===== config.mk =====
export PLATFORM = sky130hd
export DESIGN_NAME = fsm_control_param
export DESIGN_NICKNAME = d
export VERILOG_FILES = /design/src/rtl/fsm_ctrl_pkg.sv /design/src/rtl/fsm_control_param_idle_hold_counter.sv /design/src/rtl/fsm_control_param.sv
export SDC_FILE = /design/constraint.sdc
export NUM_CORES = 1
export LEC_CHECK = 0
export ABC_CLOCK_PERIOD_IN_PS = 1250
export BUFFER_PORTS_ARGS = -buffer_cell sky130_fd_sc_hd__buf_2
export CORE_ASPECT_RATIO = 1.25
export CORE_UTILIZATION = 40
export DETAILED_ROUTE_END_ITERATION = 8
export GPL_TIMING_DRIVEN = 0
export PLACE_DENSITY = 0.75
export SYNTH_ARGS = -nofsm -noshare
export SYNTH_HDL_FRONTEND = slang
export SYNTH_SLANG_ARGS = --single-unit
export TNS_END_PERCENT = 100

===== constraint.sdc =====
create_clock -name clk -period 1.25 [get_ports clk]
set_input_delay 0.0625 -clock clk [delete_from_list [all_inputs] [get_ports clk]]
set_output_delay 0.0625 -clock clk [all_outputs]
set_load 0.05 [all_outputs]

===== src/rtl/fsm_ctrl_pkg.sv =====
// fsm_ctrl_pkg: shared types and helpers for the FIFO control state machine.
// One-hot state encoding and the hold-counter width function.
package fsm_ctrl_pkg;

    typedef enum logic [4:0] {
        ST_RESET  = 5'b00001,
        ST_INIT   = 5'b00010,
        ST_IDLE   = 5'b00100,
        ST_ACTIVE = 5'b01000,
        ST_ERROR  = 5'b10000
    } state_t;

    localparam int NUM_STATES = 5;

    // Width able to hold values 0..hold so the counter can saturate at hold.
    function automatic int cnt_width(input int hold);
        return (hold < 1) ? 1 : $clog2(hold + 1);
    endfunction

endpackage


===== src/rtl/fsm_control_param_idle_hold_counter.sv =====
// idle_hold_counter: counts consecutive all-empty cycles while the control FSM
// is ACTIVE. done flags the cycle on which the FSM may fall back to IDLE.
module idle_hold_counter
    import fsm_ctrl_pkg::*;
#(
    parameter int IDLE_HOLD = 2
) (
    input  logic clk,
    input  logic reset,
    input  logic clear,
    input  logic all_empty,
    output logic done
);

    localparam int CW = cnt_width(IDLE_HOLD);
    localparam logic [CW-1:0] TERM = CW'(IDLE_HOLD - 1);
    localparam logic [CW-1:0] MAX  = CW'(IDLE_HOLD);

    logic [CW-1:0] cnt_q;
    logic [CW-1:0] cnt_d;

    // With IDLE_HOLD=1 the terminal value is 0, so one all-empty cycle suffices.
    assign done = all_empty && (cnt_q == TERM);

    // Next count: a non-empty cycle or an external clear restarts, otherwise saturating increment.
    always_comb begin
        cnt_d = cnt_q;
        if (clear || !all_empty) begin
            cnt_d = '0;
        end else if (cnt_q != MAX) begin
            cnt_d = cnt_q + 1'b1;
        end
    end

    // Counter register with synchronous reset.
    always_ff @(posedge clk) begin
        if (reset) begin
            cnt_q <= '0;
        end else begin
            cnt_q <= cnt_d;
        end
    end

endmodule


===== src/rtl/fsm_control_param.sv =====
// fsm_control_param: supervises NUM_FIFO FIFOs, latches their thresholds during
// INIT and reports active / idle / error status.
// Optional feature: define FSM_ERR_CAPTURE_EN to build the per-FIFO error
// capture register behind error_fifo; otherwise error_fifo is tied to 0.
// Handshake: none; init, FIFO_error and FIFO_empty are level inputs sampled on
// every rising edge, and all status outputs are decoded from the state register.
module fsm_control_param
    import fsm_ctrl_pkg::*;
#(
    parameter int NUM_FIFO  = 5,
    parameter int TH_W      = 4,
    parameter int IDLE_HOLD = 2
) (
    input  logic                     clk,
    input  logic                     reset,
    input  logic                     init,
    input  logic [NUM_FIFO*TH_W-1:0] umbrales_in,
    input  logic [NUM_FIFO-1:0]      FIFO_error,
    input  logic [NUM_FIFO-1:0]      FIFO_empty,
    output logic [NUM_FIFO*TH_W-1:0] umbrales_I,
    output logic                     active,
    output logic                     idle,
    output logic                     error,
    output logic [NUM_FIFO-1:0]      error_fifo,
    output logic [4:0]               state_dbg
);

    state_t                     state_q;
    state_t                     state_d;
    logic [NUM_FIFO*TH_W-1:0]   umbrales_q;
    logic                       any_err;
    logic                       all_empty;
    logic                       hold_clear;
    logic                       hold_done;

    assign any_err   = |FIFO_error;
    assign all_empty = &FIFO_empty;

    // Counter only runs across cycles that start and stay in ACTIVE.
    assign hold_clear = (state_q != ST_ACTIVE) || (state_d != ST_ACTIVE);

    idle_hold_counter #(
        .IDLE_HOLD (IDLE_HOLD)
    ) u_hold (
        .clk       (clk),
        .reset     (reset),
        .clear     (hold_clear),
        .all_empty (all_empty),
        .done      (hold_done)
    );

    // Next-state logic; priority is error > init > empty logic, ERROR is sticky.
    always_comb begin
        state_d = state_q;
        unique case (state_q)
            ST_RESET:  state_d = ST_INIT;
            ST_INIT: begin
                if (any_err)      state_d = ST_ERROR;
                else if (!init)   state_d = ST_IDLE;
            end
            ST_IDLE: begin
                if (any_err)         state_d = ST_ERROR;
                else if (init)       state_d = ST_INIT;
                else if (!all_empty) state_d = ST_ACTIVE;
            end
            ST_ACTIVE: begin
                if (any_err)        state_d = ST_ERROR;
                else if (init)      state_d = ST_INIT;
                else if (hold_done) state_d = ST_IDLE;
            end
            ST_ERROR:  state_d = ST_ERROR;
            default:   state_d = ST_RESET;
        endcase
    end

    // State and threshold registers; thresholds track the input only in INIT without error.
    always_ff @(posedge clk) begin
        if (reset) begin
            state_q    <= ST_RESET;
            umbrales_q <= '0;
        end else begin
            state_q <= state_d;
            if (state_q == ST_INIT && !any_err) begin
                umbrales_q <= umbrales_in;
            end
        end
    end

`ifdef FSM_ERR_CAPTURE_EN
    logic [NUM_FIFO-1:0] err_cap_q;

    // Accumulate error flags on the edge entering ERROR and every edge while there.
    always_ff @(posedge clk) begin
        if (reset) begin
            err_cap_q <= '0;
        end else if (state_d == ST_ERROR) begin
            err_cap_q <= err_cap_q | FIFO_error;
        end
    end

    assign error_fifo = err_cap_q;
`else
    assign error_fifo = '0;
`endif

    assign umbrales_I = umbrales_q;
    assign active     = (state_q == ST_ACTIVE);
    assign idle       = (state_q == ST_IDLE);
    assign error      = (state_q == ST_ERROR);
    assign state_dbg  = state_q;

endmodule

Word-level counts from Yosys, hierarchy flattened
Index checks and enable logic that the tools add are counted. W data, S select, Z words.

Memories kept: 0. Output and inout port bits: 33. Memory bits (writable): 0. Register bits: 27. Memory bits (read-only): 0. Word-level logic and storage cells: 31. Bits of input ports: 33. Bits in latches: 0.

Reductions and logical operators: 9. $add $sub $neg: 1. Muxes and demuxes: 9. Eq/ne operators: 9. Bitwise operators: 0. Shift-type cells: 0. $mul: 0. Magnitude comparators: 0. Divide/modulo/power cells: 0.

Operators by type and width (count): $mux W5 (8); $pmux W5 S5 (1); $ne A5 B4 Y1 const B (2); $eq A5 B1 Y1 const B (1); $eq A5 B2 Y1 const B (1); $eq A5 B3 Y1 const B (1); $eq A5 B4 Y1 const B (1); $eq A5 B5 Y1 const B (1); $reduce_and A5 Y1 (1); $reduce_or A5 Y1 (1); $add A2 B1 Y2 const B (1); $eq A2 B1 Y1 const B (1); $logic_and A1 B1 Y1 (2); $logic_not A1 Y1 (2); $logic_or A1 B1 Y1 (2); $ne A2 B2 Y1 const B (1); $reduce_or A2 Y1 (1).

Depth between registers and ports, before layout
Word-level depth: 10. Depth in mapped cells: 6. Mapped depth without buffers: 6.

Modules after synthesis
From an unflattened synthesis, not the netlist that was laid out.

Cell total of the unflattened synthesis: 129. Area total of the unflattened synthesis: 1248.7 sq um.

By module, submodules not included: fsm_control_param (instances 1, cells each 117, seq. area each 500.5 sq um, area each 1129.8 sq um); idle_hold_counter (instances 1, cells each 12, seq. area each 40.0 sq um, area each 118.9 sq um).

Least setup slack after synthesis
No wires, ideal clock.

Path kind: flip-flop to flip-flop. Start: register state_q[1] (netlist: state_dbg[1]). End: register umbrales_q[0] (netlist: umbrales_I[0]). Period minus slack after synthesis: 1.636 ns. Stages on the path, launching flop included: 7. Buffers on the path: 2. Arrival time: 1.508 ns. Library setup time: 0.128 ns. Slack: -0.386 ns. Required time: 1.122 ns. Path through: dfxtp_1 > buf_6 > nor2b_1 > nand4_1 > buf_4 > mux2i_1 > nor2_1.

Longest elaborated chain between the ends: 2.

RTL lines: from (decl) (RTL line fsm_control_param.sv:28) `state_t state_q;`; from (signal assigned) (RTL line fsm_control_param.sv:82) `state_q <= state_d;`; $eq A5 B2 Y1 (RTL line fsm_control_param.sv:83) `if (state_q == ST_INIT && !any_err) begin`; $logic_and A1 B1 Y1 (RTL line fsm_control_param.sv:83); to (signal assigned) (RTL line fsm_control_param.sv:84) `umbrales_q <= umbrales_in;`; to (decl) (RTL line fsm_control_param.sv:30) `logic [NUM_FIFO*TH_W-1:0] umbrales_q;`.

Every way passes these cells. A chain may end at the register's enable or synchronous reset.

Worst setup path after layout
Start: register state_q[4] (netlist: state_dbg[4]). End: register umbrales_q[10] (netlist: umbrales_I[10]).

Same word-level chain as after synthesis.

==> results.json <==
{
  "power_density_mw_per_mm2": 819,
  "p_leak_uw": 0.00115,
  "worst-path-max-fanout": 6,
  "setup_viol": 27,
  "maxCapViolations": 0,
  "async_reset_ff_share_pct": 0,
  "cts.clk_slew.worst_paths_ps": 140,
  "clock_path_buffers": 2,
  "drive_gt1_share_pct": 47.4,
  "hold_violations": 0,
  "cp.required_ps": 1450,
  "path_class": "register to register",
  "drv_slew": 0,
  "num_io_pins": 66,
  "max_stage_delay_ps": 410,
  "synth_top_area_cell": "dfxtp_1",
  "rsz0062_at_grt": "true",
  "wl_per_cell_um": 13.7,
  "hold_path_class": "primary input to register",
  "ys_seq_area_share_pct": 43.3,
  "placed_area_sq_mm": 0.00164,
  "clock_sinks": 27,
  "cts_tree": "done",
  "ys_seq_elements": 27,
  "io_buffers": 60,
  "setup_slack_ps": -140,
  "insertion_delay_ps": 310,
  "synthTopCellsByArea": "dfxtp_1 (43%), mux2i_1 (16%), nor2_1 (8.4%)",
  "synth_top_area_share_pct": 43.3,
  "cts_buffers": 3,
  "vias_per_cell": 4.86,
  "nets": 268,
  "layout.cells.most_common": "buf_2",
  "min_period_over_period_pct": 111,
  "antenna_found_initial": 0,
  "fin_crit_ps": 1390,
  "vdd_drop_max_uv": 766,
  "drtIter0Drc": 24,
  "overflow": 0,
  "synthDistinctLibCells": 33,
  "finalInstanceArea_sq_mm": 0.00206,
  "fp.dieArea_sq_mm": 0.00335,
  "antenna_cells": 0,
  "core-area_sq_mm": 0.00295,
  "violations": "setup timing",
  "vias": 1302,
  "finalClockSkew_ps": 4.50,
  "drc": 0,
  "grt_pass1_wl_um": 5420,
  "synthToLayoutAreaGrowth_pct": 65.1,
  "worstPathCellList": "nor3_4 > nand4_1 > buf_6 > buf_6 > mux2i_1 > nor2_1",
  "cp-start-kind": "register",
  "htreeDepth": 1,
  "cpMaxStageDelayCell": "dfxtp_4",
  "postRouteAntennaNets": 0,
  "fp.dieW_um": 52.0,
  "tns_ps": -2110,
  "fp.dieH_um": 64.4,
  "fmax_ghz": 0.719,
  "status": "complete, but fails checks",
  "layout_common_cells": "buf_2 (55), nor2_1 (25), dlygate4sd3_1 (21)",
  "grt.total_usage_pct": 21.7,
  "synth_edf_count": 0,
  "start_util_pct": 42.4,
  "cts_root_buf": "clkbuf_4",
  "grt_max_degree": 15,
  "drtPass1Iterations": 4,
  "gp_routability_congestion": 0.788,
  "crit_top_cell": "buf_6",
  "yosysWarnings": 0,
  "avgSynthCellArea_sq_um": 9.38,
  "ys.flop_type": "dfxtp_1",
  "syn-cell-area_sq_mm": 0.00125,
  "dp_hpwl_um": 1930,
  "rows": 22,
  "end_kind": "register",
  "critPathArrivalTime_ps": 1590,
  "synthesis.instances": 133,
  "drt-total-wl_um": 3680,
  "grt_pass1_vias": 1255
}
critical path, delay by kind of cell, from the launching register on:
| family | cells | cell delay [ps] |
|---|---|---|
| buffers and inverters | 2 | 300 |
| DFF | 1 | 410 |
| muxes | 1 | 180 |
| and+or+nand+nor | 3 | 390 |
what timing repair did:
| action | 4_1_cts | 5_1_grt |
|---|---|---|
| endpoints found under the hold margin | 22 | 0 |
| pin swaps | 9 | 8 |
| resized for setup | 29 | 10 |
| setup endpoints to repair | 28 | 30 |
| setup buffers | 8 | 2 |
| gates cloned | 2 | 0 |
| hold buffers | 21 | 0 |
worst paths after layout:
path	from	end	slack, ps	cells past startpoint
max	state_dbg[4]	umbrales_I[10]	-140	6
min	FIFO_error[4]	state_dbg[2]	100	4
max reg2reg	state_dbg[4]	umbrales_I[10]	-140	6
min reg2reg	umbrales_I[18]	umbrales_I[18]	510	2
through the flow:
stage | total power (uW) | utilization (%) | setup slack (ps) | cells | hold slack, ps
final | 1690 | 69.9 | -140 | 268 | 100
after global routing | 1750 | 69.9 | -202 | 268 | 99.0
after CTS | 1640 | 68.1 | -65.6 | 266 | 83.8
after detailed placement | 1200 | 55.7 | -138 | 233 | 301
after global placement | 1200 | 55.7 | -118 | 233 | 291
after floorplan | 1120 | - | -78.4 | 137 | 122
synthesized netlist by cell type, types with 2 or more instances:
| cell | number |
|---|---|
| buf_4 | 7 |
| nand3_1 | 4 |
| buf_6 | 2 |
| inv_1 | 5 |
| and3_1 | 3 |
| mux2i_1 | 20 |
| nor3_1 | 2 |
| nand2_1 | 2 |
| nor2b_1 | 2 |
| a21oi_1 | 3 |
| xor2_1 | 2 |
| o21ai_0 | 3 |
| nor3_2 | 3 |
| clkbuf_1 | 2 |
| nor2_1 | 28 |
| ha_1 | 2 |
| dfxtp_1 | 27 |
layer usage:
| layer | GRT usage (%) | vias up | part of all wire, % |
|---|---|---|---|
| li1 | - | 638 | - |
| met1 | 22.7 | 607 | 39 |
| met2 | 41.2 | 51 | 56 |
| met3 | 1.88 | 6 | 3.5 |
| met4 | 10.8 | 0 | 1.9 |
| met5 | 0 | - | 0 |
cells by family after synthesis:
| group | after synthesis | share of synthesized area [%] |
|---|---|---|
| xor gates and xnor gates | 2 | 1.40 |
| AOI/OAI and AO/OA | 13 | 7.42 |
| other | 1 | 0.301 |
| buffers and inverters | 16 | 8.12 |
| DFF | 27 | 43.3 |
| and+or+nand+nor | 52 | 21.4 |
| adders and majority gates | 2 | 2.01 |
| muxes | 20 | 16.0 |
sequential cells by signal (all words and copies together) (netlist names):
| signal | cells |
|---|---|
| state_dbg | 5 |
| umbrales_I | 20 |
| u_hold.cnt_q | 2 |
final cells by class:
type / count / area, sq um
fill: 234 / 886
tap: 36 / 45.0
inverter: 5 / 18.8
sequential: 27 / 562
clock buffer: 4 / 26.3
timing repair buffer: 93 / 647
multi-input combinational: 94 / 693
buffer: 9 / 67.6
power by group:
group          switching [uW]  internal (uW)
Clock                     236            125
Combinational             201            213
Sequential               37.4            874
Total                     475           1210
Note: power is estimated with default switching activity, not from simulation.
